`config.mk`:
```
export PLATFORM = sky130hd
export DESIGN_NAME = mem_access_ctrl
export DESIGN_NICKNAME = d
export VERILOG_FILES = /design/src/rtl/rv32_mem_pkg.sv /design/src/rtl/mem_access_ctrl_load_align.sv /design/src/rtl/mem_access_ctrl.sv
export SDC_FILE = /design/constraint.sdc
export NUM_CORES = 1
export LEC_CHECK = 0
export ABC_AREA = 1
export CAP_MARGIN = 20
export CELL_PAD_IN_SITES_DETAIL_PLACEMENT = 1
export CELL_PAD_IN_SITES_GLOBAL_PLACEMENT = 1
export CORE_UTILIZATION = 32
export CTS_CLUSTER_DIAMETER = 40
export CTS_CLUSTER_SIZE = 14
export DETAILED_ROUTE_END_ITERATION = 16
export PLACE_DENSITY = 0.92
export SLEW_MARGIN = 20
export SYNTH_ARGS = -nofsm -noshare
export SYNTH_HDL_FRONTEND = slang
export SYNTH_SLANG_ARGS = --single-unit
```
`constraint.sdc`:
```
create_clock -name clk -period 6.09 [get_ports clk]
set_clock_uncertainty 0.05 [all_clocks]
set_input_delay 0.9135 -clock clk [delete_from_list [all_inputs] [get_ports clk]]
set_output_delay 0.9135 -clock clk [all_outputs]
set_load 0.02 [all_outputs]
```
`src/rtl/rv32_mem_pkg.sv`:
```
// Shared MEM-stage definitions: funct3 codes, sequencer states, latched request and lane helpers.
// Pure declarations and functions; no timing or flow control of its own.
package rv32_mem_pkg;

    localparam logic [2:0] F3_LB  = 3'b000;
    localparam logic [2:0] F3_LH  = 3'b001;
    localparam logic [2:0] F3_LW  = 3'b010;
    localparam logic [2:0] F3_LBU = 3'b100;
    localparam logic [2:0] F3_LHU = 3'b101;
    localparam logic [2:0] F3_SB  = 3'b000;
    localparam logic [2:0] F3_SH  = 3'b001;
    localparam logic [2:0] F3_SW  = 3'b010;

    typedef enum logic [1:0] {IDLE, REQ, WAIT_RD} memst_t;
    typedef enum logic [1:0] {SZ_B, SZ_H, SZ_W} size_t;

    typedef struct packed {
        logic        we;
        logic [2:0]  funct3;
        logic [31:0] addr;
        logic [31:0] wdata;
    } mem_req_t;

    // Unknown funct3 encodings fall through to word size for both loads and stores.
    function automatic size_t access_size(input logic [2:0] f3, input logic we);
        if (f3 == F3_SB || (!we && f3 == F3_LBU))
            return SZ_B;
        if (f3 == F3_SH || (!we && f3 == F3_LHU))
            return SZ_H;
        return SZ_W;
    endfunction

    function automatic logic [3:0] lane_mask(input size_t sz, input logic [1:0] a);
        case (sz)
            SZ_B:    return 4'b0001 << a;
            SZ_H:    return 4'b0011 << {a[1], 1'b0};
            default: return 4'hF;
        endcase
    endfunction

    function automatic logic [31:0] lane_data(input size_t sz, input logic [31:0] d);
        case (sz)
            SZ_B:    return {4{d[7:0]}};
            SZ_H:    return {2{d[15:0]}};
            default: return d;
        endcase
    endfunction

    function automatic logic misaligned(input size_t sz, input logic [1:0] a);
        case (sz)
            SZ_H:    return a[0];
            SZ_W:    return a != 2'b00;
            default: return 1'b0;
        endcase
    endfunction

endpackage

```
`src/rtl/mem_access_ctrl_load_align.sv`:
```
// Load lane select and sign/zero extension of the returned bus word.
// Purely combinational; no flow control.
import rv32_mem_pkg::*;

module load_align (
    input  logic [31:0] drdata,
    input  logic [1:0]  addr,
    input  logic [2:0]  funct3,
    output logic [31:0] load_data
);

    logic [7:0]  byte_sel;
    logic [15:0] half_sel;

    always_comb begin
        case (addr)
            2'd0:    byte_sel = drdata[7:0];
            2'd1:    byte_sel = drdata[15:8];
            2'd2:    byte_sel = drdata[23:16];
            default: byte_sel = drdata[31:24];
        endcase
        half_sel = addr[1] ? drdata[31:16] : drdata[15:0];

        case (funct3)
            F3_LB:   load_data = {{24{byte_sel[7]}}, byte_sel};
            F3_LH:   load_data = {{16{half_sel[15]}}, half_sel};
            F3_LBU:  load_data = {24'b0, byte_sel};
            F3_LHU:  load_data = {16'b0, half_sel};
            default: load_data = drdata;
        endcase
    end

endmodule

```
`src/rtl/mem_access_ctrl.sv`:
```
// MEM-stage data-bus sequencer: stores complete in the grant cycle, loads stall until rvalid (>=1 cycle).
// Holds stall while waiting for dgnt/drvalid. Optional trap on misaligned access: MEM_MISALIGN_TRAP_EN.
import rv32_mem_pkg::*;

module mem_access_ctrl #(
    parameter int STALL_CNT_W = 16
) (
    input  logic                   clk,
    input  logic                   reset,
    input  logic                   mem_read,
    input  logic                   mem_write,
    input  logic [2:0]             funct3,
    input  logic [31:0]            addr,
    input  logic [31:0]            wdata,
    output logic                   dreq,
    output logic                   dwe,
    output logic [31:0]            daddr,
    output logic [3:0]             dbe,
    output logic [31:0]            dwdata,
    input  logic                   dgnt,
    input  logic                   drvalid,
    input  logic [31:0]            drdata,
    output logic                   stall,
    output logic [31:0]            load_data,
    output logic                   misalign,
    output logic [STALL_CNT_W-1:0] stall_cycles
);

    memst_t   state, nxt;
    mem_req_t lat, cur, bus_req;
    size_t    bus_sz;
    logic     access, is_store, trap, issue;
    logic [31:0] aligned;

    assign access   = (mem_read | mem_write) & ~reset;
    assign is_store = mem_write & ~mem_read;
    assign cur      = '{we: is_store, funct3: funct3, addr: addr, wdata: wdata};

`ifdef MEM_MISALIGN_TRAP_EN
    assign trap = access & misaligned(access_size(funct3, is_store), addr[1:0]);
`else
    assign trap = 1'b0;
`endif

    assign misalign = (state == IDLE) & trap;
    assign issue    = (state == IDLE) & access & ~trap;

    // First request cycle drives the bus straight from EX/MEM; retries use the latched copy.
    assign bus_req = (state == IDLE) ? cur : lat;
    assign bus_sz  = access_size(bus_req.funct3, bus_req.we);
    assign daddr   = {bus_req.addr[31:2], 2'b00};
    assign dbe     = lane_mask(bus_sz, bus_req.addr[1:0]);
    assign dwdata  = lane_data(bus_sz, bus_req.wdata);
    assign dwe     = dreq & bus_req.we;

    always_comb begin
        nxt   = state;
        dreq  = 1'b0;
        stall = 1'b0;
        case (state)
            IDLE: begin
                if (issue) begin
                    dreq = 1'b1;
                    if (!dgnt) begin
                        nxt   = REQ;
                        stall = 1'b1;
                    end else if (!is_store) begin
                        nxt   = WAIT_RD;
                        stall = 1'b1;
                    end
                end
            end
            REQ: begin
                dreq = 1'b1;
                if (!dgnt) begin
                    stall = 1'b1;
                end else if (lat.we) begin
                    nxt = IDLE;
                end else begin
                    nxt   = WAIT_RD;
                    stall = 1'b1;
                end
            end
            WAIT_RD: begin
                if (drvalid) nxt = IDLE;
                else         stall = 1'b1;
            end
            default: nxt = IDLE;
        endcase
    end

    load_align u_load_align (
        .drdata    (drdata),
        .addr      (lat.addr[1:0]),
        .funct3    (lat.funct3),
        .load_data (aligned)
    );

    assign load_data = (state == WAIT_RD && drvalid) ? aligned : 32'b0;

    always_ff @(posedge clk or posedge reset) begin
        if (reset) begin
            state        <= IDLE;
            lat          <= '0;
            stall_cycles <= '0;
        end else begin
            state <= nxt;
            if (issue)
                lat <= cur;
            if (stall && stall_cycles != {STALL_CNT_W{1'b1}})
                stall_cycles <= stall_cycles + 1'b1;
        end
    end

endmodule
```
==> summary.md, run 1 <==
| Metric | Value |
|---|---|
| Std-Cell Rows | 48 |
| Largest area contributor in the netlist | dfrtp_1 |
| Leakage | 4.042 nW |
| Worst slew margin | 37.64% |
| CTS Hold Bufs | 0 |
| Top cell type's share of synthesized area | 36.99% |
| Number of buffers added on ports | 221 |
| Ys flop type | dfrtp_1 |
| Antenna-violating nets left | 0 |
| Max stage delay cell, worst path | a21oi_4 |
| Die width | 136.8 um |
| Sw Share | 49.12% |
| Synthesized cell area | 5818 um^2 |
| Syn Area/Cell | 6.465 um^2 |
| Number of remaining DRC errors | 0 |
| Arrival time at the worst endpoint | 3.70 ns |
| Unique masters post-synth | 35 |
| Routed wire length | 21,690 um |
| Largest net degree at the start of global routing | 87 |
| Post-cts sizing count | 0 |
| Post-DP HPWL | 16,260 um |
| Sink Count | 86 |
| Crit-path cells | nor2_4 > buf_4 > nand2_1 > nand2_1 > nand2_2 > a21oi_4 > nand2_1 > nand3_1 > clkdlybuf4s50_1 |
| CTS tree | built |
| Final hold violations | 0 |
| # fillers | 2,287 |
| Final slew viol count | 0 |
| Actual slew at the worst max-slew pin | 0.9256 ns |
| Via/cell ratio | 4.892 |
| Outcome | finished clean |
| Period utilization | 76.52% |
| CP Launch Type | register |
| RSZ-0062 raised after global routing | false |
| Final Setup Violations | 0 |
| Gpl congestion | 0.8294 |
| Internal cell power | 2.295 mW |
| Crit-path max FO | 41 |
| Ys async rst share | 100.0% |
| CP endpoint kind | primary output |
| Critical path's largest stage delay | 0.62 ns |
| CTS clk-pin slew, worst paths | 0.06 ns |
| Share of cells above drive strength 1 | 6.033% |
| FMAX | 0.2146 GHz |
| Vias in the first global route | 6,688 |
| Largest cells by area after synthesis | dfrtp_1, nand2_1, o21ai_0, inv_1, nor2_1 |
| Crit path kind | reg2out |
| Critical path's most frequent cell | nand2_1 |
| Post-synthesis register bit count | 86 |
| Die Area | 18,730 um^2 |
| Die Y | 136.8 um |
| Logic pwr share | 65.1% |
| I/O pin count | 225 |
| Pwr dens | 535.9 nW/um^2 |
| Hold WC Path Type | reg2reg |
| Delay-heaviest family, CP | simple AND/OR/NAND/NOR gates |
| Hold WS | 0.4392 ns |
| Fin nets | 1,195 |
| Sequential share of power | 21.6% |
| H-tree depth | 3 |
| Busiest grt layer | met2 |
| Clk Latency, worst-skew pair | 0.35 ns |
| Area grow syn2layout | 44.67% |
| Total of max-cap violations | 0 |
| Initial antenna violation count | 1 |
| Net Sw Power | 2.216 mW |
| CTS buffer count | 9 |
| Initial Util | 33.18% |
| All-Layer GR Usage | 24.07% |
| Synth Instances | 900 |
| Met1 Track Usage GR | 28.59% |
| Met2 Usage GRT | 43.12% |
| Clock share of power | 13.3% |
| Avg WL per Cell | 16.43 um |
| Fin crit period | 4.660 ns |
| First-pass GRT wire length | 34,650 um |
| Total power | 4.510 mW |
| CTS Root Cell | clkbuf_16 |
| CP bufs+invs | 2 |
| Overflow after GRT | 0 |
| Met3 GRT Util | 4.000% |
| Fin Setup TNS | 0 ns |
| Sequential area share after synthesis | 36.99% |
| Iter 0 DRT Violations | 287 |
| Peak VDD IR | 0.0003454 V |
| Clk buf depth | 2 |
| YS warnings | 0 |
| Pre-Repair DR Iteration Count | 4 |
| Core Footprint | 17,540 um^2 |
| Post-CTS Setup Bufs | 0 |
| Vias | 6,457 |
| EDFF count, synth | 0 |
| Worst path required time | 5.13 ns |
-- final timing paths --
check,from,depth (start not counted),end,slack (ns)
max,state[0],9,dbe[3],1.43
min,lat[22],2,lat[22],0.44
max reg2reg,state[0],9,stall_cycles[10],3.22
min reg2reg,lat[22],2,lat[22],0.44
max in group asynchronous,reset,3,lat[66],3.98
min in group asynchronous,reset,2,stall_cycles[1],0.78
-- registers in the layout (all words and copies together), names as in the netlist --
name / count
lat: 68
stall_cycles: 16
state: 2
-- kinds of logic (layout without fill, tap and decap cells) --
group | after synthesis | in the layout | share of synthesized area, %
buf+inv | 174 | 366 | 12.71
other cells | 1 | 4 | 0.06445
xor+xnor | 10 | 10 | 1.505
simple gates | 456 | 456 | 32.71
compound gates | 172 | 172 | 15.81
fa+ha+maj | 1 | 1 | 0.2150
flops | 86 | 86 | 36.99
-- per-layer routing --
metal | part of all wire, % | up-vias
met5 | 0 | -
met4 | 2.3 | 0
li1 | - | 3174
met3 | 4.0 | 34
met1 | 42 | 3099
met2 | 52 | 150
-- placed cells by master (no fill, tap or decap), drive strengths merged --
| cell type | n |
|---|---|
| o21ai | 158 |
| xnor2 | 10 |
| and2 | 1 |
| nor2 | 81 |
| a21oi | 8 |
| inv | 123 |
| nand3 | 37 |
| clkdlybuf4s50 | 221 |
| conb | 3 |
| buf | 5 |
| clkinv | 4 |
| a21boi | 1 |
| nor3 | 4 |
| a31oi | 1 |
| clkinvlp | 1 |
| o211ai | 4 |
| diode | 1 |
| or2 | 2 |
| dfrtp | 86 |
| clkbuf | 10 |
| nand2 | 317 |
| ha | 1 |
| nand4 | 14 |
| bufinv | 2 |
-- cell usage after synthesis, types with 2 or more instances --
| cell | n |
|---|---|
| buf_2 | 8 |
| nand4_1 | 14 |
| buf_1 | 2 |
| nand2_1 | 302 |
| inv_2 | 6 |
| buf_4 | 12 |
| clkbuf_1 | 23 |
| buf_6 | 4 |
| nor2_1 | 79 |
| o211ai_1 | 4 |
| nand3_1 | 29 |
| o21ai_1 | 13 |
| a21oi_1 | 6 |
| or2_2 | 2 |
| dfrtp_1 | 86 |
| inv_1 | 117 |
| nand3_2 | 8 |
| o21ai_2 | 8 |
| o21ai_0 | 137 |
| nor3_1 | 3 |
| nand2_2 | 14 |
| xnor2_1 | 10 |
-- worst reg2reg max path, delay by kind of cell (launching register included) --
| family | cells | cell delay, ns |
|---|---|---|
| buf+inv | 2 | 0.62 |
| simple gates | 7 | 1.67 |
| flops | 1 | 0.46 |
-- power by group through the flow --
stage               registers [mW]  logic [mW]  clock network, mW
floorplan                    0.930        1.79                  0
global placement             0.962        2.87                  0
detailed placement           0.981        2.94                  0
CTS                          0.975        2.96              0.619
global route                  1.00        3.20              0.643
finish                       0.975        2.94              0.600
-- final cells by class --
cell class | instances | area [um^2] | area share [%]
Sequential cell | 86 | 2152 | 25.57
Clock buffer | 10 | 229.0 | 2.720
Multi-Input combinational cell | 642 | 2942 | 34.95
Inverter | 124 | 466.7 | 5.545
Clock inverter | 6 | 93.84 | 1.115
Tap cell | 225 | 281.5 | 3.345
Timing Repair Buffer | 226 | 2250 | 26.73
Antenna cell | 1 | 2.502 | 0.02973
-- stage by stage --
stage          setup slack (ns)  cell area (um^2)  util (%)  instances
2_1_floorplan            0.9511              5826         -        902
3_3_place_gp              1.554              8092     46.14       1303
3_5_place_dp              1.499              8092     46.14       1303
4_1_cts                   1.401              8414     47.98       1319
5_1_grt                   1.144              8417     48.00       1320
6_report                  1.430              8417     48.00       1320
Power figures use the tool's default switching activity.
==> inputs of run 2 (changes only) <==
Settings changed: CORE_UTILIZATION 32 to 27, PLACE_DENSITY 0.92 to 0.83.
Clock period 6.09 ns to 4.1 ns, I/O delays scaled along.
==> summary.md, run 2 (synthesis gave the netlist of run 1 again) <==
| Metric | Value |
|---|---|
| Outcome | finished clean |
| I/O pin count | 225 (unchanged) |
| Setup crit start | lat[33] |
| Iter 0 DRT Violations | 256 (-11%) |
| Peak VDD IR | 0.0003091 V (-11%) |
| Worst slew margin | 49.45% (+12 points) |
| Seq. cell area | 2152 um^2 (unchanged) |
| Largest net degree at the start of global routing | 83 (-4.6%) |
| Inst Count DP | 1,359 (+4.3%) |
| Reg2reg setup slack | 2.15 ns (-1.07 ns) |
| Post-DP HPWL | 15,950 um (-1.9%) |
| Post-CTS Setup Bufs | 0 (unchanged) |
| CP endpoint kind | primary output |
| Vias in the first global route | 6,337 (-5.2%) |
| Worst R2R Path Depth | 7 (-2) |
| Crit path capture | load_data[29] |
| Non-Filler Instances | 1,376 (+4.2%) |
| Actual slew at the worst max-slew pin | 0.7582 ns (-0.1674 ns) |
| Std-Cell Rows | 53 (+10%) |
| All-Layer GR Usage | 19.09% (-5.0 points) |
| Multi-input combinational cell area | 2942 um^2 (unchanged) |
| Biggest register | lat |
| Hold WC Path Type | reg2reg |
| Number of flip-flops under the largest register name | 68 (unchanged) |
| Routed wire length | 20,810 um (-4.1%) |
| Fin crit period | 3.649 ns |
| Arrival time at the worst endpoint | 2.98 ns (-0.72 ns) |
| Total of max-cap violations | 0 (unchanged) |
| Crit path kind | reg2out |
| RSZ-0062 raised after global routing | false |
| Final hold violations | 0 (unchanged) |
| Worst path required time | 3.43 ns (-1.70 ns) |
| Pre-CTS setup slack | 0.4905 ns (-1.009 ns) |
| Fin Setup TNS | 0 ns (unchanged) |
| CTS buffer count | 9 (unchanged) |
| H-tree depth | 3 (unchanged) |
| Sink Count | 86 (unchanged) |
| Period utilization | 89.00% |
| CTS Root Cell | clkbuf_16 |
| Initial Util | 27.59% (-5.6 points) |
| Vias | 6,332 (-1.9%) |
| Crit-path max FO | 18 (-56%) |
| Die Y | 148.8 um (+8.7%) |
| Most common cell after layout, fill and taps aside | nand2_1 |
| Die Area | 22,140 um^2 (+18%) |
| # fillers | 2,671 (+17%) |
| Fin nets | 1,201 (+0.50%) |
| CTS tree | built |
| Final slew viol count | 0 (unchanged) |
| Share of cells above drive strength 1 | 6.636% (+0.60 points) |
| Fin worst setup slack | 0.4512 ns (-0.9789 ns) |
| Clk buf depth | 2 (unchanged) |
| CTS Hold Bufs | 0 (unchanged) |
| FMAX | 0.2741 GHz |
| Number of remaining DRC errors | 0 (unchanged) |
| Leakage | 4.061 nW (+0.45%) |
| Clk Latency, worst-skew pair | 0.35 ns (about the same) |
| Pwr dens | 776.1 nW/um^2 (+45%) |
| Avg WL per Cell | 15.12 um (-8.0%) |
| CP Launch Type | register |
| Die width | 148.8 um (+8.7%) |
| Fin util | 40.32% (-7.7 points) |
| Reg2Reg Launch Point | state[0] |
| Number of buffers added on ports | 221 (unchanged) |
| Biggest registers after layout | lat x68, stall_cycles x16, state x2 |
| Worst R2R End | lat[57] |
| Most frequent cells in the layout | nand2_1, clkdlybuf4s50_1, o21ai_0 |
| Initial antenna violation count | 2 (+1) |
| Core Footprint | 21,090 um^2 (+20%) |
| Area grow syn2layout | 46.15% |
| Via/cell ratio | 4.602 (-5.9%) |
| CTS clk-pin slew, worst paths | 0.07 ns (about the same) |
| First-pass GRT wire length | 33,070 um (-4.6%) |
| Overflow after GRT | 0 (unchanged) |
| Post-cts sizing count | 0 (unchanged) |
| Hold WS | 0.4367 ns (-0.002464 ns) |
| Final Setup Violations | 0 (unchanged) |
| Pre-Repair DR Iteration Count | 4 (unchanged) |
| Antenna-violating nets left | 0 (unchanged) |
| Gpl congestion | 0.8507 (+2.6%) |
-- run 2: cell types whose count changed in the layout (fill, tap and decap cells not counted) --
cell / delta
clkbuf_1: -1
bufinv_16: -2
inv_6: +1
clkinv_8: +1
buf_4: +6
inv_8: +2
clkinv_2: -1
-- run 2: power by group --
| group | internal, mW | switching [mW] |
|---|---|---|
| Sequential | 1.20 | 0.235 |
| Clock | 0.431 | 0.396 |
| Combinational | 1.71 | 2.63 |
| Total | 3.34 | 3.26 |
-- run 2: worst max-delay path, stage by stage (launching register included) --
cell and delay [ns]:
dfrtp_1 0.64, inv_2 0.26, nand3_1 0.18, nand3_1 0.32, nand3_1 0.19, nand2_2 0.21
nor2_1 0.19, clkdlybuf4s50_1 0.63
-- run 2: worst min path at each step --
stage / from / endpoint / slack [ns] / cells past startpoint
6_report: lat[19] / lat[19] / 0.44 / 2
3_3_place_gp: lat[18] / lat[18] / 0.42 / 2
2_1_floorplan: lat[16] / lat[16] / 0.40 / 2
4_1_cts: lat[19] / lat[19] / 0.44 / 2
3_5_place_dp: lat[19] / lat[19] / 0.42 / 2
5_1_grt: lat[45] / lat[45] / 0.46 / 2
-- run 2: cell type report --
type                    count  area share, %
multi-input cells         642          34.59
clock inverters             7         0.8682
diodes                      1        0.02943
flip-flops and latches     86          25.31
well taps                 275          4.046
clock buffers               9          2.649
inverters                 124          5.518
repair buffers            232          26.99
-- run 2: routing by layer --
metal  part of all wire, %  global-route usage, %
met1                    44                  23.82
met3                   4.3                  3.700
met5                 0.062                      0
met2                    50                  33.41
met4                   1.6                  5.204
-- run 2: per-stage QoR --
step	cell area, um^2	power (mW)
after floorplan	5829	4.043
after global placement	8202	5.731
after detailed placement	8202	5.830
after CTS	8501	6.687
after global routing	8501	7.118
final	8503	6.599
